[config.mk]
export PLATFORM = sky130hd
export DESIGN_NAME = imem_loader_flat
export DESIGN_NICKNAME = d
export VERILOG_FILES = /design/src/rtl/imem_loader_if.sv /design/src/rtl/imem_loader.sv /design/src/flat_wrapper.sv
export SDC_FILE = /design/constraint.sdc
export NUM_CORES = 1
export LEC_CHECK = 0
export ABC_AREA = 1
export ABC_CLOCK_PERIOD_IN_PS = 1700
export CAP_MARGIN = 20
export CORE_MARGIN = 2
export CORE_UTILIZATION = 44
export DETAILED_ROUTE_END_ITERATION = 8
export PLACE_DENSITY = 0.74
export SYNTH_ARGS = -nofsm -noshare
export SYNTH_HDL_FRONTEND = slang
export SYNTH_SLANG_ARGS = --single-unit
[constraint.sdc]
create_clock -name CLK -period 1.7 [get_ports CLK]
set_input_delay 0.17 -clock CLK [delete_from_list [all_inputs] [get_ports CLK]]
set_output_delay 0.17 -clock CLK [all_outputs]
set_load 0.1 [all_outputs]
[src/rtl/imem_loader_if.sv]
// -----------------------------------------------------------------------------
// imem_loader_if
// Bundle of the byte-stream handshake and IMEM write-port signals used by
// imem_loader.
//   slave  : the loader itself (consumes start/byte stream, drives IMEM writes
//            and status).
//   master : the stream source / system side (drives start and bytes, observes
//            IMEM writes and status).
// Signals:
//   start, byte_valid, byte_data[7:0]      stream source -> loader
//   byte_ready                              loader -> stream source
//   IMEM_wr_en, IMEM_wr_addr[ADDR_W-1:0],
//   IMEM_wr_data[31:0]                      loader -> IMEM write port
//   cpu_hold, done, error, words_written[6:0]  loader status
// -----------------------------------------------------------------------------
interface imem_loader_if #(
    parameter int unsigned ADDR_W = 8
);
    logic              start;
    logic              byte_valid;
    logic [7:0]        byte_data;
    logic              byte_ready;
    logic              IMEM_wr_en;
    logic [ADDR_W-1:0] IMEM_wr_addr;
    logic [31:0]       IMEM_wr_data;
    logic              cpu_hold;
    logic              done;
    logic              error;
    logic [6:0]        words_written;

    modport master (
        output start, byte_valid, byte_data,
        input  byte_ready, IMEM_wr_en, IMEM_wr_addr, IMEM_wr_data,
        input  cpu_hold, done, error, words_written
    );

    modport slave (
        input  start, byte_valid, byte_data,
        output byte_ready, IMEM_wr_en, IMEM_wr_addr, IMEM_wr_data,
        output cpu_hold, done, error, words_written
    );
endinterface

[src/rtl/imem_loader.sv]
// -----------------------------------------------------------------------------
// imem_loader
// Loads an instruction image into IMEM from a byte stream. The first byte of a
// load is the word count N; then 4*N bytes follow, assembled big-endian into
// 32-bit words and written to IMEM one word per write strobe, starting at
// BASE_ADDR and advancing by 4 (wrapping modulo 2^ADDR_W). The CPU is held in
// reset (cpu_hold) while a load is in progress or after a failed load.
//
// Ports:
//   CLK    system clock, rising edge
//   RESET  synchronous active-high reset
//   bus    imem_loader_if.slave: start, byte_valid/byte_data/byte_ready stream,
//          IMEM_wr_en/IMEM_wr_addr/IMEM_wr_data write port,
//          cpu_hold, done, error, words_written status
//
// Optional feature macro: LOADER_CHECKSUM_EN
//   When defined, every load (including N = 0) ends with one trailer byte that
//   must equal the XOR of all 4*N data bytes; a mismatch ends in the error
//   state. When undefined there is no trailer and no checksum logic.
//
// All outputs are registered: their next values are decoded from the next
// state so that they line up with the state register.
// -----------------------------------------------------------------------------
module imem_loader #(
    parameter int unsigned       ADDR_W    = 8,
    parameter logic [ADDR_W-1:0] BASE_ADDR = {ADDR_W{1'b0}},
    parameter int unsigned       MAX_WORDS = 64
) (
    input  logic         CLK,
    input  logic         RESET,
    imem_loader_if.slave bus
);
    localparam logic [7:0]        MAX_N    = 8'(MAX_WORDS);
    localparam logic [ADDR_W-1:0] WORD_INC = ADDR_W'(3'd4);

    typedef enum logic [2:0] {
        ST_IDLE  = 3'd0,
        ST_COUNT = 3'd1,
        ST_BYTES = 3'd2,
        ST_WRITE = 3'd3,
        ST_DONE  = 3'd4,
        ST_ERR   = 3'd5
`ifdef LOADER_CHECKSUM_EN
        , ST_CHK = 3'd6
`endif
    } state_t;

    // State reached once the image body is complete (also used for N = 0).
`ifdef LOADER_CHECKSUM_EN
    localparam state_t ST_TAIL = ST_CHK;
`else
    localparam state_t ST_TAIL = ST_DONE;
`endif

    state_t            state_q, state_d;
    logic [1:0]        idx_q, idx_d;          // byte position within the word
    logic [23:0]       word_q, word_d;        // first three bytes of the word
    logic [7:0]        n_q, n_d;              // latched word count
    logic [ADDR_W-1:0] addr_q, addr_d;        // address of the next word
    logic [6:0]        ww_q, ww_d;            // words written this load
    logic              wr_en_q, wr_en_d;
    logic [ADDR_W-1:0] wr_addr_q, wr_addr_d;
    logic [31:0]       wr_data_q, wr_data_d;
    logic              byte_ready_q, byte_ready_d;
    logic              cpu_hold_q, cpu_hold_d;
    logic              done_q, done_d;
    logic              error_q, error_d;
    logic              xfer_s;
`ifdef LOADER_CHECKSUM_EN
    logic [7:0]        csum_q, csum_d;

    // Running XOR checksum over the data bytes.
    function automatic logic [7:0] csum_next(input logic [7:0] acc, input logic [7:0] b);
        csum_next = acc ^ b;
    endfunction
`endif

    // Next-state and next-output computation.
    always_comb begin
        state_d   = state_q;
        idx_d     = idx_q;
        word_d    = word_q;
        n_d       = n_q;
        addr_d    = addr_q;
        ww_d      = ww_q;
        wr_en_d   = 1'b0;
        wr_addr_d = wr_addr_q;
        wr_data_d = wr_data_q;
`ifdef LOADER_CHECKSUM_EN
        csum_d    = csum_q;
`endif
        // byte_ready_q already reflects the current state, so it qualifies the
        // transfer directly.
        xfer_s = bus.byte_valid && byte_ready_q;

        case (state_q)
            ST_IDLE, ST_DONE, ST_ERR: begin
                if (bus.start) begin
                    state_d = ST_COUNT;
                    ww_d    = 7'd0;
                    addr_d  = BASE_ADDR;
                    idx_d   = 2'd0;
`ifdef LOADER_CHECKSUM_EN
                    csum_d  = 8'h00;
`endif
                end else begin
                    state_d = state_q;
                end
            end
            ST_COUNT: begin
                if (xfer_s) begin
                    if (bus.byte_data == 8'd0) begin
                        state_d = ST_TAIL;
                    end else if (bus.byte_data > MAX_N) begin
                        state_d = ST_ERR;
                    end else begin
                        n_d     = bus.byte_data;
                        state_d = ST_BYTES;
                    end
                end else begin
                    state_d = state_q;
                end
            end
            ST_BYTES: begin
                if (xfer_s) begin
                    word_d = {word_q[15:0], bus.byte_data};
`ifdef LOADER_CHECKSUM_EN
                    csum_d = csum_next(csum_q, bus.byte_data);
`endif
                    if (idx_q == 2'd3) begin
                        idx_d     = 2'd0;
                        state_d   = ST_WRITE;
                        wr_en_d   = 1'b1;
                        wr_addr_d = addr_q;
                        wr_data_d = {word_q, bus.byte_data};
                    end else begin
                        idx_d = idx_q + 2'd1;
                    end
                end else begin
                    state_d = state_q;
                end
            end
            ST_WRITE: begin
                addr_d = addr_q + WORD_INC;
                ww_d   = ww_q + 7'd1;
                if (({1'b0, ww_q} + 8'd1) == n_q) begin
                    state_d = ST_TAIL;
                end else begin
                    state_d = ST_BYTES;
                end
            end
`ifdef LOADER_CHECKSUM_EN
            ST_CHK: begin
                if (xfer_s) begin
                    if (bus.byte_data == csum_q) begin
                        state_d = ST_DONE;
                    end else begin
                        state_d = ST_ERR;
                    end
                end else begin
                    state_d = state_q;
                end
            end
`endif
            default: begin
                state_d = ST_IDLE;
            end
        endcase

        // Status outputs decoded from the state being entered.
        byte_ready_d = 1'b0;
        cpu_hold_d   = 1'b0;
        done_d       = 1'b0;
        error_d      = 1'b0;
        case (state_d)
            ST_COUNT, ST_BYTES: begin
                byte_ready_d = 1'b1;
                cpu_hold_d   = 1'b1;
            end
            ST_WRITE: begin
                cpu_hold_d = 1'b1;
            end
            ST_DONE: begin
                done_d = 1'b1;
            end
            ST_ERR: begin
                error_d    = 1'b1;
                cpu_hold_d = 1'b1;
            end
`ifdef LOADER_CHECKSUM_EN
            ST_CHK: begin
                byte_ready_d = 1'b1;
                cpu_hold_d   = 1'b1;
            end
`endif
            default: begin
                byte_ready_d = 1'b0;
            end
        endcase
    end

    // State and output registers with synchronous reset.
    always_ff @(posedge CLK) begin
        if (RESET) begin
            state_q      <= ST_IDLE;
            idx_q        <= 2'd0;
            word_q       <= 24'h000000;
            n_q          <= 8'd0;
            addr_q       <= BASE_ADDR;
            ww_q         <= 7'd0;
            wr_en_q      <= 1'b0;
            wr_addr_q    <= BASE_ADDR;
            wr_data_q    <= 32'h00000000;
            byte_ready_q <= 1'b0;
            cpu_hold_q   <= 1'b0;
            done_q       <= 1'b0;
            error_q      <= 1'b0;
`ifdef LOADER_CHECKSUM_EN
            csum_q       <= 8'h00;
`endif
        end else begin
            state_q      <= state_d;
            idx_q        <= idx_d;
            word_q       <= word_d;
            n_q          <= n_d;
            addr_q       <= addr_d;
            ww_q         <= ww_d;
            wr_en_q      <= wr_en_d;
            wr_addr_q    <= wr_addr_d;
            wr_data_q    <= wr_data_d;
            byte_ready_q <= byte_ready_d;
            cpu_hold_q   <= cpu_hold_d;
            done_q       <= done_d;
            error_q      <= error_d;
`ifdef LOADER_CHECKSUM_EN
            csum_q       <= csum_d;
`endif
        end
    end

    assign bus.byte_ready    = byte_ready_q;
    assign bus.IMEM_wr_en    = wr_en_q;
    assign bus.IMEM_wr_addr  = wr_addr_q;
    assign bus.IMEM_wr_data  = wr_data_q;
    assign bus.cpu_hold      = cpu_hold_q;
    assign bus.done          = done_q;
    assign bus.error         = error_q;
    assign bus.words_written = ww_q;
endmodule

[src/flat_wrapper.sv]
// flat-port wrapper written by rule: the top's interface ports become plain ports
module imem_loader_flat 
#(
    parameter int unsigned       ADDR_W    = 8,
    parameter logic [ADDR_W-1:0] BASE_ADDR = {ADDR_W{1'b0}},
    parameter int unsigned       MAX_WORDS = 64
)
  (CLK, RESET, bus_start, bus_byte_valid, bus_byte_data, bus_byte_ready, bus_IMEM_wr_en, bus_IMEM_wr_addr, bus_IMEM_wr_data, bus_cpu_hold, bus_done, bus_error, bus_words_written);
  imem_loader_if #(.ADDR_W(ADDR_W)) bus_i ();
  input  logic CLK;
  input  logic RESET;
  input wire logic [$bits(bus_i.start)-1:0] bus_start;
  input wire logic [$bits(bus_i.byte_valid)-1:0] bus_byte_valid;
  input wire logic [$bits(bus_i.byte_data)-1:0] bus_byte_data;
  output wire logic [$bits(bus_i.byte_ready)-1:0] bus_byte_ready;
  output wire logic [$bits(bus_i.IMEM_wr_en)-1:0] bus_IMEM_wr_en;
  output wire logic [$bits(bus_i.IMEM_wr_addr)-1:0] bus_IMEM_wr_addr;
  output wire logic [$bits(bus_i.IMEM_wr_data)-1:0] bus_IMEM_wr_data;
  output wire logic [$bits(bus_i.cpu_hold)-1:0] bus_cpu_hold;
  output wire logic [$bits(bus_i.done)-1:0] bus_done;
  output wire logic [$bits(bus_i.error)-1:0] bus_error;
  output wire logic [$bits(bus_i.words_written)-1:0] bus_words_written;
  assign bus_i.start = bus_start;
  assign bus_i.byte_valid = bus_byte_valid;
  assign bus_i.byte_data = bus_byte_data;
  assign bus_byte_ready = bus_i.byte_ready;
  assign bus_IMEM_wr_en = bus_i.IMEM_wr_en;
  assign bus_IMEM_wr_addr = bus_i.IMEM_wr_addr;
  assign bus_IMEM_wr_data = bus_i.IMEM_wr_data;
  assign bus_cpu_hold = bus_i.cpu_hold;
  assign bus_done = bus_i.done;
  assign bus_error = bus_i.error;
  assign bus_words_written = bus_i.words_written;
  imem_loader #(.ADDR_W(ADDR_W), .BASE_ADDR(BASE_ADDR), .MAX_WORDS(MAX_WORDS)) u_core (.CLK(CLK), .RESET(RESET), .bus(bus_i));
endmodule
==> Word level (Yosys, flattened, before mapping) <==
Cells that the tools add are included.
{ "classes": {"n_bitwise": 4, "div": 0, "shifts": 0, "addsub": 4, "order_cmp": 1, "reduce_logical": 14, "mux": 21, "n_mul": 0, "eq_ne": 14} }
{ "ops": {"columns": ["op", "count"], "rows": [
  ["2-to-1 mux 3 bit", 7],
  ["one-hot mux 8 bit (2 select lines)", 1],
  ["one-hot mux 7 bit (2 select lines)", 1],
  ["equality test 3 x 2 -> 1 bit (second input constant)", 4],
  ["equality test 3 bit (second input constant)", 4],
  ["one-hot mux 3 bit (4 select lines)", 1],
  ["adder 7 x 1 -> 8 bit (second input constant)", 1],
  ["adder 8 x 3 -> 8 bit (second input constant)", 1],
  ["equality test 8 bit", 1],
  ["greater-than comparator 8 x 7 -> 1 bit (second input constant)", 1],
  ["zero test 8 bit", 1],
  ["2-to-1 mux 8 bit", 1],
  ["adder 7 x 1 -> 7 bit (second input constant)", 1],
  ["2-to-1 mux 7 bit", 1],
  ["equality test 3 x 1 -> 1 bit (second input constant)", 2],
  ["2-to-1 mux 2 bit", 3],
  ["AND reduction 3 bit", 2],
  ["OR reduction 3 bit", 2],
  ["2-to-1 mux 1 bit", 5],
  ["NOT 1 bit", 4],
  ["one-hot mux 2 bit (2 select lines)", 1],
  ["AND reduction 2 bit", 2],
  ["AND reduction 4 bit", 1],
  ["nonzero test 2 bit", 2],
  ["8 further kinds", 8]
]} }
{ "totals": {"input_bits": 12, "wordCells": 71, "ramBits": 0, "latchBits": 0, "romBits": 0, "mem_count": 0, "register_bits": 97} }

==> Depth between registers and ports, before layout <==
{ "logic_depth": {"ltp_word": 8, "mapped_depth": 14, "depth_no_buf": 14} }

==> Worst setup path before layout <==
OpenSTA, ideal clock, no wires.
{ "synth_timing": {"kind": "flip-flop to flip-flop", "from": "register u_core.ww_q[0], in the netlist u_core.bus.words_written[0]", "to": "register u_core.cpu_hold_q, in the netlist u_core.bus.cpu_hold", "arrival_time_ns": 2.361, "stages_incl_launch_ff": 13, "n_path_buf": 0, "period_less_slack_ns": 2.474, "path_slack_ns": -0.774, "path_cell_list": "dfxtp_1 > ha_1 > nand2_2 > nor2_2 > nand3_1 > nand3_1 > nand2_1 > nor2_1 > nand3_1 > nand2_1 > nand2_2 > o21ai_1 > inv_1"} }
{ "synth_via": {"elab_chain_cells": 7, "word_cells_on_any_way": 10, "cone_classes": "add/sub (1); eq/ne (5); mux (3); reduce/logical (1)"} }
{ "synth_lines": {"columns": ["element", "line_no", "source"], "rows": [
  ["start: declaration", "imem_loader.sv:60", "logic [6:0] ww_q, ww_d;"],
  ["start signal: assignment", "imem_loader.sv:227", "ww_q <= ww_d;"],
  ["adder 7 x 1 -> 8 bit (*)", "imem_loader.sv:146", "if (({1'b0, ww_q} + 8'd1) == n_q) begin"],
  ["equality test 8 bit (*)", "imem_loader.sv:146", null],
  ["2-to-1 mux 3 bit (*)", "imem_loader.sv:146", null],
  ["one-hot mux 3 bit (4 select lines) (*)", "imem_loader.sv:96", "case (state_q)"],
  ["equality test 3 x 1 -> 1 bit (tied with other cells)", "imem_loader.sv:175", "case (state_d)"],
  ["OR reduction 4 bit (no source line) (*)", null, null],
  ["2-to-1 mux 1 bit (*)", "imem_loader.sv:175", null],
  ["end signal: assignment", "imem_loader.sv:232", "cpu_hold_q <= cpu_hold_d;"],
  ["end: declaration", "imem_loader.sv:65", "logic cpu_hold_q, cpu_hold_d;"]
]} }
Every way passes the cells marked *; elsewhere a longest branch is shown, timed or not.
A chain may end at the register's enable or synchronous reset.

==> Final worst setup path <==
Same ends and word-level chain as after synthesis.

==> impl_metrics.csv <==
group,metric,value,unit
clock_network,clock_latency,0.37,ns
clock_network,ctsResizeCount,0,
global_routing,antenna_found_initial,0,
placement,io_buffers,61,
die,fp-row-count,33,
synth,synth.avg_cell_area,7.71,sq um
global_routing,grtUsageTotal,0.194,
clock_network,hold_buffers,0,
synth,synth_top_area_frac,0.507,
sta,hold_violations,0,
placement,hpwl,5940,um
die,start_util,0.451,
clock_network,cts_tree,"built",
worst_setup_path,cp.required,1.96,ns
worst_setup_path,cp_top_family,"simple AND/OR/NAND/NOR gates",
placement,place.gp.congestion,0.881,
pwr,p_total,3.99,mW
layout,fin_util,0.582,
worst_setup_path,critPathBufInv,1,
clock_network,cts_buffers,9,
die,io_pins,64,
synth,ys_ff_latch,93,
layout,antenna_cells,0,
global_routing,grt-ovfl-total,0,
sta,fin_skew,0.0104,ns
synth,yosys_warnings,0,
worst_setup_path,worstSetupEndpointType,"flip-flop",
outcome,status,"finished, final reports clean",
clock_network,clockRootBuffer,"clkbuf_8",
layout,fill_cells,713,
route,wire_per_inst,12.6,um
route,wl,8270,um
layout,stdcell_area,4740,sq um
clock_network,clkTransAtPathRegs,0.10,ns
die,design.die.area,9090,sq um
layout,nets,560,
synth,ys.flop_type,"dfxtp_1",
clock_network,clkSinkCount,93,
die,die_width,95.4,um
sta,setup_viol,0,
synth,yosysTopAreaCell,"dfxtp_1",
route,vias,3326,
route,drc,0,
sta,slew_viol_final,0,
sta,rsz0062_at_grt,"yes",
placement,dp_slack,-0.0758,ns
synth,synthArstFlopShare,0,
global_routing,grt_max_degree,65,
clock_network,htreeDepth,3,
layout,syn_to_final_growth,29.0,%
synth,netlist_instances,476,
synth,syn_area,3670,sq um
sta,fmax,620,MHz
clock_network,cts_setup_buffers,0,
global_routing,first_global_vias,3077,
min_path,hold_class,"flip-flop to flip-flop",
worst_setup_path,crit_arrival,1.87,ns
synth,synth_cell_types,26,
placement,placed_area,4510,sq um
route,drt_iter0_drc,141,
worst_setup_path,cpMostUsedCell,"nand3_1",
global_routing,grt_pass1_wl,13800,um
pwr,leakage,1.97,nW
worst_setup_path,cp_max_fo,5,
route,drtPass1Iterations,4,
die,core,8130,sq um
sta,period_share,0.949,
worst_setup_path,slowest_stage,"dfxtp_4",
layout,drive_above_1_share,0.220,
route,viasPerCell,5.08,
run,maxCapViolCount,0,
synth,ys_seq_area_frac,0.507,
worst_setup_path,crit_chain,"ha_4, nand2_4, nor2_4, nand3_1, nand3_1, nand2_1, nor2_2, nand3_1, nand2_1, nand2_2, o21ai_2, inv_1",
synth,synth_edf_count,0,
route,final_antenna_net_count,0,
worst_setup_path,worst_setup_path_start_kind,"flip-flop",
sta,layout_min_cycle_time,1.61,ns
pwr,power-per-cell-area,844,nW/um^2
clock_network,max-clock-path-buffers,2,
pwr,peakVddDrop,624,uV
die,die_y,95.4,um
worst_setup_path,cpPeakStageDelay,0.39,ns
worst_setup_path,path_class,"flip-flop to flip-flop",
synth,synthTopCellsByArea,"dfxtp_1, a21oi_1, o21ai_0, nand3_1, inv_1",
sta,setup_ws,0.0870,ns
## layout make-up
| class | count | area, sq um | share of cell area |
|---|---|---|---|
| well taps | 105 | 131 | 0.0277 |
| clock inverters | 7 | 80.1 | 0.0169 |
| repair buffers | 82 | 768 | 0.162 |
| flip-flops and latches | 93 | 1880 | 0.397 |
| inverters | 67 | 254 | 0.0536 |
| multi-input cells | 292 | 1500 | 0.316 |
| clock buffers | 9 | 124 | 0.0262 |
## power breakdown
part	internal [mW]	leakage [nW]	switching [mW]
Sequential	2.19	0.755	0.0117
Clock	0.703	0.103	0.818
Combinational	0.0879	1.11	0.186
Total	2.98	1.97	1.02
## path summary, 6_finish.rpt
kind	to	startpoint	slack (ns)	depth (start not counted)
worst max-delay path	u_core.bus.cpu_hold	u_core.bus.words_written[0]	0.09	12
worst min register to register	u_core.bus.IMEM_wr_data[27]	u_core.word_q[19]	0.45	2
worst min-delay path	u_core.bus.IMEM_wr_data[27]	u_core.word_q[19]	0.45	2
worst max register to register	u_core.bus.cpu_hold	u_core.bus.words_written[0]	0.09	12
## through the flow
| step | hold WS (ns) | instances | TNS [ns] |
|---|---|---|---|
| 3_5_place_dp | 0.436 | 639 | -0.565 |
| 2_1_floorplan | 0.245 | 477 | -0.145 |
| 5_1_grt | 0.483 | 655 | -0.159 |
| 6_report | 0.452 | 655 | 0 |
| 4_1_cts | 0.454 | 655 | 0 |
| 3_3_place_gp | 0.434 | 639 | 0 |
## cells in the final DEF, fill, tap and decap left out, types with 2 or more instances in the layout
cell             synthesis  final
nor2_4                   3      4
dfxtp_4                  0      4
o22ai_1                  2      2
nor2_2                   2      2
nor3_1                   5      5
buf_12                   0     10
o21ai_2                  0      2
nand2_2                  2      4
a21oi_1                 59     58
inv_6                    0      3
nand2_4                  1      2
nand3_1                 48     47
buf_4                    3     61
inv_1                   62     60
conb_1                   1      2
o21ai_0                 55     53
nand4_1                  5      5
nor2_1                  22     21
inv_2                    5      5
nand2_1                 56     53
dfxtp_2                  0      4
ha_1                     3      2
dfxtp_1                 93     85
nor3_2                   2      2
o21ai_1                 22     22
clkbuf_8                 0      9
clkdlybuf4s50_1          0     11
## routing by layer
metal  wire (um)  GRT usage  share of wire  vias to the layer above
met1        3750      0.244           0.45                     1528
met3         435     0.0403          0.053                       12
met5           0          0              0                        -
li1            -          -              -                     1704
met2        3940      0.323           0.48                       82
met4         151     0.0821          0.018                        0
## worst register-to-register path, cell delays in order, from the launching register on
cell     delay, ns
dfxtp_4       0.39
ha_4          0.17
nand2_4       0.07
nor2_4        0.12
nand3_1       0.09
nand3_1       0.09
nand2_1       0.06
nor2_2        0.09
nand3_1       0.07
nand2_1       0.09
nand2_2       0.08
o21ai_2       0.14
inv_1         0.05
## flip-flops by register name, summed over array words and instances (netlist names)
name / cells
u_core.addr_q: 6
u_core.bus.words_written: 7
u_core.bus.error: 1
u_core.bus.IMEM_wr_en: 1
u_core.word_q: 24
u_core.bus.byte_ready: 1
u_core.state_q: 3
u_core.bus.cpu_hold: 1
u_core.bus.done: 1
u_core.n_q: 8
u_core.idx_q: 2
u_core.bus.IMEM_wr_data: 32
u_core.bus.IMEM_wr_addr: 6
## synthesized netlist by cell type, types with 3 or more instances
cell type / count
clkbuf_1: 12
nand4_1: 5
dfxtp_1: 93
o21ai_0: 55
buf_4: 3
buf_2: 8
a21oi_1: 59
nand3_1: 48
ha_1: 3
nor2_4: 3
inv_2: 5
o21ai_1: 22
inv_1: 62
nand2_1: 56
nor3_1: 5
nor2_1: 22
## kinds of logic (layout without fill, tap and decap cells)
| kind of cell | Yosys count | in the layout | synth area share |
|---|---|---|---|
| adders and majority gates | 3 | 3 | 0.0102 |
| AOI/OAI and AO/OA | 140 | 140 | 0.195 |
| DFF | 93 | 93 | 0.507 |
| xor gates and xnor gates | 1 | 1 | 0.00239 |
| buffers and inverters | 92 | 165 | 0.0998 |
| and+or+nand+nor | 146 | 146 | 0.185 |
| other | 1 | 2 | 0.00102 |
Power figures use the tool's default switching activity.
